### config.mk
export PLATFORM = sky130hd
export DESIGN_NAME = wf_rr_arbiter
export DESIGN_NICKNAME = d
export VERILOG_FILES = /design/src/rtl/wf_rr_arbiter.sv
export SDC_FILE = /design/constraint.sdc
export NUM_CORES = 1
export LEC_CHECK = 0
export CAP_MARGIN = 10
export CORE_ASPECT_RATIO = 1.5
export CORE_MARGIN = 1
export CORE_UTILIZATION = 52
export DETAILED_ROUTE_END_ITERATION = 8
export PLACE_DENSITY_LB_ADDON = 0.05
export SLEW_MARGIN = 20
export SYNTH_ARGS = -nofsm -noshare
export SYNTH_HDL_FRONTEND = slang
export SYNTH_SLANG_ARGS = --single-unit
export TNS_END_PERCENT = 50
### constraint.sdc
create_clock -name clk -period 9.7 [get_ports clk]
set_clock_uncertainty 0.2 [all_clocks]
set_input_delay 1.94 -clock clk [delete_from_list [all_inputs] [get_ports clk]]
set_output_delay 1.94 -clock clk [all_outputs]
set_load 0.03 [all_outputs]
### src/rtl/wf_rr_arbiter.sv
// Round-robin arbiter over 40 wavefront slots with a registered, ack-held grant.
// The search starts one slot past the last grant and wraps circularly through 0..39.
module wf_rr_arbiter (
    input  logic        clk,
    input  logic        rst,
    input  logic [39:0] req,
    input  logic        grant_ack,
    output logic        grant_valid,
    output logic [5:0]  grant_id,
    output logic [39:0] grant_onehot
);

    logic        grant_valid_q, grant_valid_d;
    logic [5:0]  grant_id_q, grant_id_d;
    logic [39:0] grant_onehot_q, grant_onehot_d;
    logic [5:0]  last_grant_q, last_grant_d;

    logic [5:0]  start;
    logic [39:0] rotated;
    logic [5:0]  k;
    logic [6:0]  sum;
    logic [6:0]  idx;
    logic [5:0]  winner;
    logic        update;

    always_comb begin
        start = (last_grant_q == 6'd39) ? 6'd0 : last_grant_q + 6'd1;

        // Rotated bit k is req[(start+k) mod 40], so the lowest set bit is the next requester.
        rotated = '0;
        for (int unsigned i = 0; i < 40; i++) begin
            idx = {1'b0, start} + 7'(i);
            if (idx >= 7'd40) begin
                idx = idx - 7'd40;
            end
            rotated[i] = req[idx[5:0]];
        end

        k = '0;
        for (int unsigned i = 40; i > 0; i--) begin
            if (rotated[i-1]) begin
                k = 6'(i - 1);
            end
        end

        sum    = {1'b0, start} + {1'b0, k};
        winner = (sum >= 7'd40) ? 6'(sum - 7'd40) : sum[5:0];
        update = !grant_valid_q || grant_ack;

        grant_valid_d  = grant_valid_q;
        grant_id_d     = grant_id_q;
        grant_onehot_d = grant_onehot_q;
        last_grant_d   = last_grant_q;
        if (update) begin
            if (|req) begin
                grant_valid_d  = 1'b1;
                grant_id_d     = winner;
                grant_onehot_d = 40'd1 << winner;
                last_grant_d   = winner;
            end else begin
                grant_valid_d  = 1'b0;
                grant_onehot_d = '0;
            end
        end
    end

    always_ff @(posedge clk) begin
        if (rst) begin
            grant_valid_q  <= 1'b0;
            grant_id_q     <= '0;
            grant_onehot_q <= '0;
            last_grant_q   <= 6'd39;
        end else begin
            grant_valid_q  <= grant_valid_d;
            grant_id_q     <= grant_id_d;
            grant_onehot_q <= grant_onehot_d;
            last_grant_q   <= last_grant_d;
        end
    end

    assign grant_valid  = grant_valid_q;
    assign grant_id     = grant_id_q;
    assign grant_onehot = grant_onehot_q;

endmodule

# Word level (Yosys, flattened, before mapping)
# Index checks and enable logic that the tools add are counted.
# Widths: inputs -> output; s select.
[word_totals]
out_inout_bits = 47
word_cells = 337
input_bits = 43
register_bits = 53
[classes]
shifts = 1
addsub = 82
order_cmp = 81
mux = 164
reduce_logical = 4
n_eq_ne = 1
[ops]
columns = ["op", "count"]
rows = [
  ["$mux 6", 82],
  ["$ge 7x6->1 const B", 40],
  ["$lt 6x7->1 const B", 40],
  ["$sub 6x6->6 const B", 41],
  ["$bmux 1 s6", 40],
  ["$add 6x5->7 const B", 16],
  ["$add 6x4->7 const B", 8],
  ["$add 6x6->7 const B", 8],
  ["$mux 1", 41],
  ["$mux 40", 1],
  ["$reduce_or 40->1", 1],
  ["$shl 1x6->40 const A", 1],
  ["$add 6x3->7 const B", 4],
  ["$add 6x2->7 const B", 2],
  ["$add 6x1->7 const B", 1],
  ["$add 6x6->7", 1],
  ["$add 6x1->6 const B", 1],
  ["$eq 6x6->1 const B", 1],
  ["$ge 6x6->1 const B", 1],
  ["$reduce_and 2->1", 1],
  ["$logic_not 1->1", 1],
  ["$logic_or 1x1->1", 1],
]

# Logic depth before layout (Yosys ltp)
# Gate-level depths: netlist of the first run.
[logic_depth]
word_depth = 52
mapped_depth = 41
mapped_depth_nobuf = 36

# Worst setup path before layout of the first run
# OpenSTA, ideal clock, no wires.
[synth_path]
path_kind = "flip-flop to flip-flop"
startpoint = "register last_grant_q[0]"
endpoint = "register grant_onehot_q[37] (netlist: grant_onehot[37])"
slack_ns = 0.682
path_stages_with_launch = 40
setup_time_ns = 0.066
arrival_time_ns = 8.752
required_time_ns = 9.434
path_cell_list = "dfxtp_1 buf_2 inv_2 ha_1 buf_2 clkinv_1 buf_1 clkbuf_1 ha_1 and4bb_2 a22oi_1 a21boi_1 nor2_2 clkbuf_1 ha_1 clkbuf_1 nand2b_1 a211o_1 (+4 left out) o22ai_1 a211o_1 a21oi_1 a31o_1 a41oi_2 ha_1 fa_1 a21o_1 a21oi_1 xnor2_1 ha_1 o21ai_0 a21boi_0 mux2i_1 or4_1 nor2_1 a22oi_1 nor2_1"
[synth_between]
elab_chain_len = 52
elab_cells_between_ends = 288
cone_classes = "add/sub: 82; order compare: 41; eq/ne: 1; shift: 1; mux: 163"
[synth_lines]
columns = ["item", "line_no", "source"]
rows = [
  ["start: declaration", "16", "logic [5:0] last_grant_q, last_grant_d;"],
  ["start signal: assignment", "77", "last_grant_q <= last_grant_d;"],
  ["$add 6x1->6 / $eq 6x6->1 (equally long branches)", "27", "start = (last_grant_q == 6'd39) ? 6'd0 : last_grant_q + 6'd1;"],
  ["$mux 6 (*)", "27", ""],
  ["$add 6x6->7", "32", "idx = {1'b0, start} + 7'(i);"],
  ["$sub 6x6->6 / $ge 7x6->1 (equally long branches)", "34, 33", ""],
  ["$mux 6", "33", "if (idx >= 7'd40) begin"],
  ["$bmux 1 s6", "36", "rotated[i] = req[idx[5:0]];"],
  ["$mux 1 (implied by the code)", "36", ""],
  ["$mux 6 (40 in series)", "41", "if (rotated[i-1]) begin"],
  ["$add 6x6->7 (*)", "46", "sum = {1'b0, start} + {1'b0, k};"],
  ["$sub 6x6->6 / $ge 7x6->1 (equally long branches)", "47", "winner = (sum >= 7'd40) ? 6'(sum - 7'd40) : sum[5:0];"],
  ["$mux 6 (*)", "47", ""],
  ["$shl 1x6->40 (*)", "58", "grant_onehot_d = 40'd1 << winner;"],
  ["$mux 40 (*)", "55", "if (|req) begin"],
  ["end signal: assignment", "76", "grant_onehot_q <= grant_onehot_d;"],
  ["end: declaration", "15", "logic [39:0] grant_onehot_q, grant_onehot_d;"],
]
# Mark *: on every way between the ends. The rest lies on a longest branch, timed or not. The select of a mux whose other input is x is not followed.
# A chain may end at the register's enable or synchronous reset.

# Worst setup path after layout of the first run
[layout_path]
startpoint = "register last_grant_q[2]"
endpoint = "register grant_onehot_q[39] (netlist: grant_onehot[39])"
# Same word-level chain as after synthesis.

==> metrics, run 1 <==
status completed; Horiz. Die Dim 136 um; CTS buffer count 5; CTS tree done; cell row count 73; post-DP HPWL 47,700 um; RSZ-0062 raised after global routing false; HP Class reg2reg; Mapped Area 14,000 um^2; area grow syn2layout 10.8%; grt ovf 0; # H-tree levels 2; Initial Util 52.8%; DRC errors left 0; Yosys warnings 0; via density per instance 7.39; Antenna Nets Post-Route 0; crit path launch type flop; top cell type by total area after synthesis mux2i_1; relative max-transition margin 16.6%; max incr delay on CP 0.69 ns; later-pin clock latency in the skew report 0.29 ns; number of global-route vias before repair 15,700; pins over their slew limit 0; post-DR wirelength/cell 28.5 um; Post-synth EDFFs 0; commonest non-fill, non-tap cell in the layout nor2_1; top-area cell type share of the netlist area 9.31%; crit path capture type flop; layout cells sized above 1 13.5%; I/O Pins 90; Initial DRT Pass Iterations 6; WP data required 9.72 ns; Unique masters post-synth 113; Tcrit/Tclk final 94.4%; crit path DAT 9.18 ns; largest net degree at the start of global routing 52; Routed Wire Length 63,200 um; vias 16,400; Final setup viols 0; Largest delay share family, worst path simple AND/OR/NAND/NOR gates; Final Critical Period 9.16 ns; # nets final 1,990; first-pass GRT wire length 94,700 um; most used cell, CP ha_1; die footprint 27,600 um^2; GPL Wtd Cong 1.09; commonest cells after routing, fill and taps aside 155 x nor2_1, 128 x mux2i_1, 124 x nand2_1, 111 x a21oi_1, 88 x clkdlybuf4s50_1; I/O Buffers 89; Fmax achieved 0.109 GHz; Post-synth ARST share 0%; crit path max fanout 9; Seq/Total Area, Yosys 7.30%; crit path max-delay cell type dfxtp_1; initial antenna violation count 1; Yosys reg bits 51; Hold Vio Cnt, Final 0; Syn Nets 1,943; main flop type after synthesis dfxtp_1; Num Clock Sinks 51; Setup TNS 0 ns; clock root buffer clkbuf_16; synth top area cells mux2i_1 9.3%, mux4_2 7.4%, dfxtp_1 7.3%; Least-Margin Pin Slew 1.25 ns; Buffers & Inverters on Critical Path 2; # hold bufs at CTS 0; crit path kind reg2reg; GRT Resource Usage Total 45.6%; Max clock buf depth 2; initial drt markers 1,687; Core ar. 26,500 um^2; Die Y 203 um; CTS clk-pin slew, worst paths 0.07 ns; maxcap violations 0; Syn Area/Cell 7.64 um^2; instance count of the mapped netlist 1,829
==> cells in the mapped netlist, types with 18 or more instances <==
| cell type | number |
|---|---|
| nor4_1 | 20 |
| mux2_2 | 39 |
| nor2_1 | 156 |
| nand3_1 | 46 |
| a21o_1 | 18 |
| o31ai_1 | 25 |
| mux2i_1 | 130 |
| a211oi_1 | 45 |
| clkbuf_1 | 46 |
| buf_4 | 18 |
| buf_2 | 46 |
| nand2b_1 | 23 |
| o21ai_0 | 75 |
| o211ai_1 | 36 |
| and2_1 | 20 |
| nand2_1 | 125 |
| nor3_1 | 64 |
| dfxtp_1 | 51 |
| mux4_2 | 46 |
| a31oi_1 | 24 |
| a21oi_1 | 112 |
| ha_1 | 69 |
| inv_1 | 59 |
| a22oi_1 | 54 |
| xnor2_1 | 39 |
| nor2b_1 | 28 |
==> cell families after synthesis <==
| family | Yosys count | synth area share, % |
|---|---|---|
| fa+ha+maj | 71 | 6.46 |
| mux | 222 | 20.5 |
| xor+xnor | 54 | 4.62 |
| compound gates | 636 | 32.7 |
| flops | 51 | 7.30 |
| simple gates | 596 | 21.9 |
| buf+inv | 199 | 6.57 |
==> worst paths after layout <==
kind | from | to | slack, ns | cells after the start
setup reg to reg | last_grant_q[2] | grant_onehot[39] | 0.54 | 34
setup / recovery | last_grant_q[2] | grant_onehot[39] | 0.54 | 34
hold / removal | grant_id[0] | grant_id[0] | 0.26 | 2
hold reg to reg | grant_id[0] | grant_id[0] | 0.26 | 2
==> layer usage <==
layer,global-route usage [%],wire length [um]
met2,73.2,28500
met1,47.8,21600
met5,0,0
met4,38.5,6410
met3,14.8,6690
==> flip-flops by register name (all words and copies together) (netlist names) <==
name,count
grant_id,6
grant_valid,1
grant_onehot,40
last_grant_q,4
==> worst min-delay path: cells and delay by family, from the launching register on <==
kind / cells / cell delay (ns)
DFF: 1 / 0.31
AOI/OAI and AO/OA: 1 / 0.05
and+or+nand+nor: 1 / 0.05
==> cell type report <==
| class | instances | area (um^2) |
|---|---|---|
| clock buffer | 6 | 139 |
| antenna | 2 | 5.00 |
| inverter | 76 | 289 |
| timing repair buffer | 162 | 1440 |
| multi-input combinational | 1580 | 12100 |
| tap | 337 | 422 |
| clock inverter | 2 | 35.0 |
| fill | 2496 | 11000 |
| sequential | 51 | 1020 |
==> what timing repair did <==
item,in CTS,in global routing
gates resized for setup,0,16
buffers inserted,0,3
setup endpoints to repair,0,40
hold endpoints to repair,0,0
==> stage by stage <==
stage	setup WS [ns]	hold WS [ns]	std cells	instance area (um^2)	util, %
global placement	0.738	0.244	2202	15200	57.4
detailed placement	0.518	0.249	2202	15200	57.4
CTS	0.460	0.258	2210	15400	58.0
floorplan	0.682	0.384	1829	14000	-
finish	0.540	0.259	2216	15500	58.5
global route	0.00449	0.285	2214	15500	58.5
Power of run 1 is not shown: default switching activity piles up to over one toggle a cycle in this logic, so the estimate is an artifact.
==> inputs of run 2 (changes only) <==
Settings changed: CORE_MARGIN 1 to 2.
==> run 2 against run 1 <==
  * First-iteration DRC count decreased by 2.7%
  * Design area about the same
  * Non-clock buffer count increased by 4
  * Highest routed layer unchanged
  * Sequential share of layout area about the same
  * Worst setup slack got worse by 0.078 ns
  * Final cell count about the same
==> metrics, run 2 (synthesized netlist as in run 1, its figures left out) <==
initial drt markers 1,642 (was 1,687); crit path kind in2reg (was reg2reg); Initial DRT Pass Iterations 6 (unchanged); Initial Util 52.8% (unchanged); I/O Buffers 89 (unchanged); Num Clock Sinks 51 (unchanged); Placed Instances 2,206 (was 2,202); Antenna Nets Post-Route 0 (unchanged); WP data required 9.73 ns (was 9.72 ns); post-DP HPWL 47,400 um (was 47,700 um); I/O Pins 90 (unchanged); Max clock buf depth 2 (unchanged); via density per instance 7.31 (was 7.39); die footprint 28,200 um^2 (was 27,600 um^2); Fill cells 2,486 (was 2,496); Sequential Area 1030 um^2 (was 1020 um^2); crit path launch type primary input (was flop); HP Class reg2reg (unchanged); Tcrit/Tclk final 95.2% (was 94.4%); vias 16,200 (was 16,400); post-DR wirelength/cell 27.9 um (was 28.5 um); Routed Wire Length 61,800 um (was 63,200 um); Setup Slack @ Placement 0.498 ns (was 0.518 ns); Hold Vio Cnt, Final 0 (unchanged); Die Y 205 um (was 203 um); pins over their slew limit 0 (unchanged); GRT Resource Usage Total 43.5% (was 45.6%); Setup TNS 0 ns (unchanged); fin cells 2,218 (was 2,216); grt ovf 0 (unchanged); CTS clk-pin slew, worst paths 0.07 ns (about the same); maxcap violations 0 (unchanged); Fmax achieved 0.108 GHz (was 0.109 GHz); GPL Wtd Cong 1.09 (about the same); later-pin clock latency in the skew report 0.29 ns (about the same); commonest cells after routing, fill and taps aside 156 x nor2_1, 129 x mux2i_1, 125 x nand2_1, 111 x a21oi_1, 88 x clkdlybuf4s50_1 (was 155 x nor2_1, 128 x mux2i_1, 124 x nand2_1, 111 x a21oi_1, 88 x clkdlybuf4s50_1); clock root buffer clkbuf_16 (unchanged); largest net degree at the start of global routing 52 (unchanged); Core ar. 26,500 um^2 (unchanged); crit path DAT 9.26 ns (was 9.18 ns); crit path capture type flop (unchanged); area grow syn2layout 10.7% (was 10.8%); initial antenna violation count 0 (was 1); status completed (unchanged); cell row count 73 (unchanged); fin area 15,500 um^2 (about the same); commonest non-fill, non-tap cell in the layout nor2_1 (unchanged); CTS tree done (unchanged); relative max-transition margin 22.5% (was 16.6%); # H-tree levels 2 (unchanged); Final Critical Period 9.24 ns (was 9.16 ns); final worst slack 0.462 ns (was 0.540 ns); layout cells sized above 1 13.4% (was 13.5%); Least-Margin Pin Slew 1.13 ns (was 1.25 ns); # nets final 1,993 (was 1,990); crit path max fanout 6 (was 9); DRC errors left 0 (unchanged); RSZ-0062 raised after global routing false (unchanged); Horiz. Die Dim 138 um (was 136 um); Final setup viols 0 (unchanged); area occupied by multi-input gates 12,100 um^2 (about the same); max reg flops 40 (unchanged); placed cell area 15,200 um^2 (about the same); number of global-route vias before repair 15,400 (was 15,700); first-pass GRT wire length 92,800 um (was 94,700 um); CTS buffer count 5 (unchanged)
## run 2: changes by cell type in the layout (fill, tap and decap cells not counted), moves of 2 or more
cell / delta
ha_1: +3
ha_2: -3
dfxtp_1: -2
o21ai_2: +2
buf_4: +4
## run 2: final timing paths
path | startpoint | to | slack, ns | cells after the start
setup / recovery | req[11] | grant_onehot[37] | 0.46 | 27
hold / removal | grant_id[1] | grant_id[1] | 0.27 | 2
setup reg to reg | last_grant_q[0] | grant_onehot[37] | 0.48 | 31
hold reg to reg | grant_id[1] | grant_id[1] | 0.27 | 2
## run 2: through the flow
stage	hold slack, ns	utilization, %
6_report	0.265	58.4
5_1_grt	0.292	58.4
4_1_cts	0.267	58.1
3_5_place_dp	0.252	57.5
3_3_place_gp	0.243	57.5
2_1_floorplan	0.384	-
## run 2: what timing repair did
| item | CTS | global route |
|---|---|---|
| endpoints found under the setup margin | 0 | 29 |
| gates resized for setup | 0 | 13 |
| hold buffers | 0 | 0 |
| buffers inserted | 0 | 3 |
## run 2: area by class of cell
class	count	share of cell area, %
Tap cell	337	2.72
Antenna cell	1	0.0162
Inverter	76	1.84
Sequential cell	51	6.65
Multi-Input combinational cell	1579	78.3
Timing Repair Buffer	166	9.48
Clock buffer	6	0.898
Clock inverter	2	0.105
## run 2: metal layers
metal  vias to the layer above  track usage (%)  share of wire [%]  wire, um
met3                       316             8.66                9.1      5620
met2                       999             69.4                 45     28100
met5                         -                0                  0         0
met4                         0             36.7                 11      6540
li1                       7234                -                  -         -
met1                      7667             49.0                 35     21600
## run 2: critical path, stage by stage
cell	delay, ns
clkdlybuf4s50_1	0.56
o211a_1	0.22
a211oi_1	0.06
nor4_2	0.70
nor3_1	0.10
or4_1	0.51
o211ai_1	0.67
buf_4	0.28
a31oi_1	0.07
o21ai_0	0.31
a21o_1	0.20
a31o_1	0.15
a41oi_2	0.12
ha_1	0.23
fa_1	0.45
a21o_1	0.21
a21oi_1	0.21
xnor2_1	0.20
ha_1	0.23
o21ai_0	0.09
a21boi_0	0.34
mux2i_1	0.14
buf_4	0.17
or4_1	0.56
nor2_1	0.26
a22oi_1	0.11
nor2_1	0.13
Power of run 2 is left out for the same reason.
==> inputs of run 3 (changes only) <==
Settings changed: ABC_AREA set to 1, TNS_END_PERCENT 50 to 10.
==> run 3 against run 2 <==
  * Register-to-register slack improved by 0.40 ns
  * Count of clock-buffer cells in the layout unchanged
  * Utilization grew 2.2 points
  * Synthesized area decreased by 23%
  * Via count decreased by 19%
  * Flip-flop and latch count unchanged
  * Die area is 23% lower
  * Critical path depth increased by 32
  * Final cell count grew 2.9%
  * Non-clock buffer count decreased by 26
  * Fmax up 4.7%
  * Critical endpoint unchanged
==> metrics, run 3 <==
status completed (unchanged); clock root buffer clkbuf_16 (unchanged); area occupied by multi-input gates 8300 um^2 (was 12,100 um^2); Initial Util 52.8% (about the same); Hold Vio Cnt, Final 0 (unchanged); Routed Wire Length 41,900 um (was 61,800 um); GRT Resource Usage Total 37.7% (was 43.5%); WP data required 9.73 ns (about the same); # hold bufs at CTS 0 (unchanged); crit path max fanout 9 (was 6); commonest non-fill, non-tap cell in the layout nand2_1 (was nor2_1); initial antenna violation count 0 (unchanged); post-DP HPWL 34,600 um (was 47,400 um); HP Class reg2reg (unchanged); Post-synth ARST share 0% (unchanged); GPL Wtd Cong 1.18 (was 1.09); most used cell, CP nand2_1; Sequential Area 1020 um^2 (was 1030 um^2); number of global-route vias before repair 12,100 (was 15,400); Antenna Nets Post-Route 0 (unchanged); ANT cells 0 (was 1); Fill cells 2,110 (was 2,486); relative max-transition margin 43.9% (was 22.5%); first-pass GRT wire length 64,100 um (was 92,800 um); crit path launch type flop (was primary input); Setup TNS 0 ns (unchanged); synth cell count leaders 571 x nand2_1, 281 x inv_1, 169 x o21ai_0, 119 x a21oi_1, 104 x nand3_1 (was 156 x nor2_1, 130 x mux2i_1, 125 x nand2_1, 112 x a21oi_1, 75 x o21ai_0); initial drt markers 932 (was 1,642); Final Critical Period 8.82 ns (was 9.24 ns); crit path kind reg2reg (was in2reg); layout cells sized above 1 7.28% (was 13.4%); Final setup viols 0 (unchanged); # H-tree levels 2 (unchanged); vias 13,100 (was 16,200); Least-Margin Pin Slew 0.838 ns (was 1.13 ns); Tcrit/Tclk final 91.0% (was 95.2%); CTS clk-pin slew, worst paths 0.07 ns (about the same); crit path DAT 8.85 ns (was 9.26 ns); I/O Buffers 89 (unchanged); die footprint 21,800 um^2 (was 28,200 um^2); Syn Nets 2,037 (was 1,943); top cell type by total area after synthesis nand2_1 (was mux2i_1); synth top area cells nand2_1 20%, inv_1 9.9%, dfxtp_1 9.5% (was mux2i_1 9.3%, mux4_2 7.4%, dfxtp_1 7.3%); Max clock buf depth 2 (unchanged); grt ovf 0 (unchanged); cell row count 64 (was 73); top-area cell type share of the netlist area 20.0% (was 9.31%); Post-synth EDFFs 0 (unchanged); CTS tree done (unchanged); main flop type after synthesis dfxtp_1 (unchanged); I/O Pins 90 (unchanged); maxcap violations 0 (unchanged); pins over their slew limit 0 (unchanged); max incr delay on CP 0.63 ns (was 0.70 ns); area grow syn2layout 14.7% (was 10.7%); via density per instance 5.73 (was 7.31); CTS buffer count 5 (unchanged); largest net degree at the start of global routing 49 (was 52); Unique masters post-synth 68 (was 113); Yosys reg bits 51 (unchanged); RSZ-0062 raised after global routing false (unchanged); Mapped Area 10,700 um^2 (was 14,000 um^2); Fmax achieved 0.113 GHz (was 0.108 GHz); Num Clock Sinks 51 (unchanged); Horiz. Die Dim 121 um (was 138 um); later-pin clock latency in the skew report 0.30 ns (was 0.29 ns); crit path max-delay cell type o21ai_0 (was nor4_2); # nets final 2,132 (was 1,993); max reg flops 40 (unchanged); Fin Hold WS 0.262 ns (was 0.265 ns); Die Y 180 um (was 205 um); count leader, synth nand2_1 (was nor2_1); Seq/Total Area, Yosys 9.54% (was 7.30%); Core ar. 20,300 um^2 (was 26,500 um^2); commonest cells after routing, fill and taps aside 571 x nand2_1, 280 x inv_1, 168 x o21ai_0, 119 x a21oi_1, 104 x nand3_1 (was 156 x nor2_1, 129 x mux2i_1, 125 x nand2_1, 111 x a21oi_1, 88 x clkdlybuf4s50_1); instance count of the mapped netlist 1,923 (was 1,829); Yosys warnings 0 (unchanged); crit path capture type flop (unchanged); DRC errors left 0 (unchanged); Initial DRT Pass Iterations 5 (was 6); post-DR wirelength/cell 18.3 um (was 27.9 um); Syn Area/Cell 5.56 um^2 (was 7.64 um^2)
## run 3: cell count changes after synthesis, sizes merged, moves of 69 or more
cell | before | now
nand2 | 125 | 582
inv | 71 | 297
o21ai | 90 | 261
mux2i | 132 | 1
nor2 | 161 | 91
xor2 | 1 | 70
## run 3: path summary, 6_finish.rpt
path | from | endpoint | slack [ns] | cells after the start
setup reg to reg | last_grant_q[0] | grant_onehot[37] | 0.88 | 59
hold / removal | grant_onehot[1] | grant_onehot[1] | 0.26 | 2
hold reg to reg | grant_onehot[1] | grant_onehot[1] | 0.26 | 2
setup / recovery | last_grant_q[0] | grant_onehot[37] | 0.88 | 59
## run 3: critical path, delay by kind of cell (launching register included)
family,cells,cell delay (ns)
adders and majority gates,5,1.36
and+or+nand+nor,33,2.27
DFF,1,0.44
muxes,1,0.37
xor gates and xnor gates,3,0.91
AOI/OAI and AO/OA,9,2.04
buffers and inverters,8,1.16
## run 3: cell type report
type                            instances  share of cell area (%)
Sequential cell                        51                    8.32
Clock inverter                          2                   0.489
Multi-Input combinational cell       1514                    67.7
Inverter                              306                    9.40
Clock buffer                            6                    1.05
Tap cell                              264                    2.69
Timing Repair Buffer                  140                    10.4
## run 3: timing repair
action | CTS | global route
setup buffers | 0 | 7
resized for setup | 0 | 14
endpoints found under the setup margin | 0 | 36
## run 3: cell families (layout without fill, tap and decap cells)
logic type,count (synthesis),after routing,synth area share (%)
multiplexers,2,2,0.199
buffers and inverters,358,454,13.5
flip-flops,51,51,9.54
XOR/XNOR,85,85,8.01
adder cells (fa/ha/maj),71,71,8.45
AO/OA/AOI/OAI,489,489,25.9
AND/OR/NAND/NOR,867,867,34.4
## run 3: through the flow
| step | instances | area [um^2] | utilization [%] | worst slack [ns] |
|---|---|---|---|---|
| CTS | 2276 | 12100 | 60.0 | 0.490 |
| global route | 2283 | 12300 | 60.6 | 0.0220 |
| detailed placement | 2268 | 12000 | 59.0 | 0.360 |
| finish | 2283 | 12300 | 60.6 | 0.878 |
| floorplan | 1923 | 10700 | - | 1.52 |
| global placement | 2268 | 12000 | 59.0 | 0.456 |
## run 3: per-layer routing
metal | global-route usage [%] | wire [um]
met1 | 39.9 | 15300
met2 | 67.2 | 20400
met3 | 3.52 | 2350
met4 | 29.2 | 3790
met5 | 0 | 0
Power of run 3 is left out for the same reason.
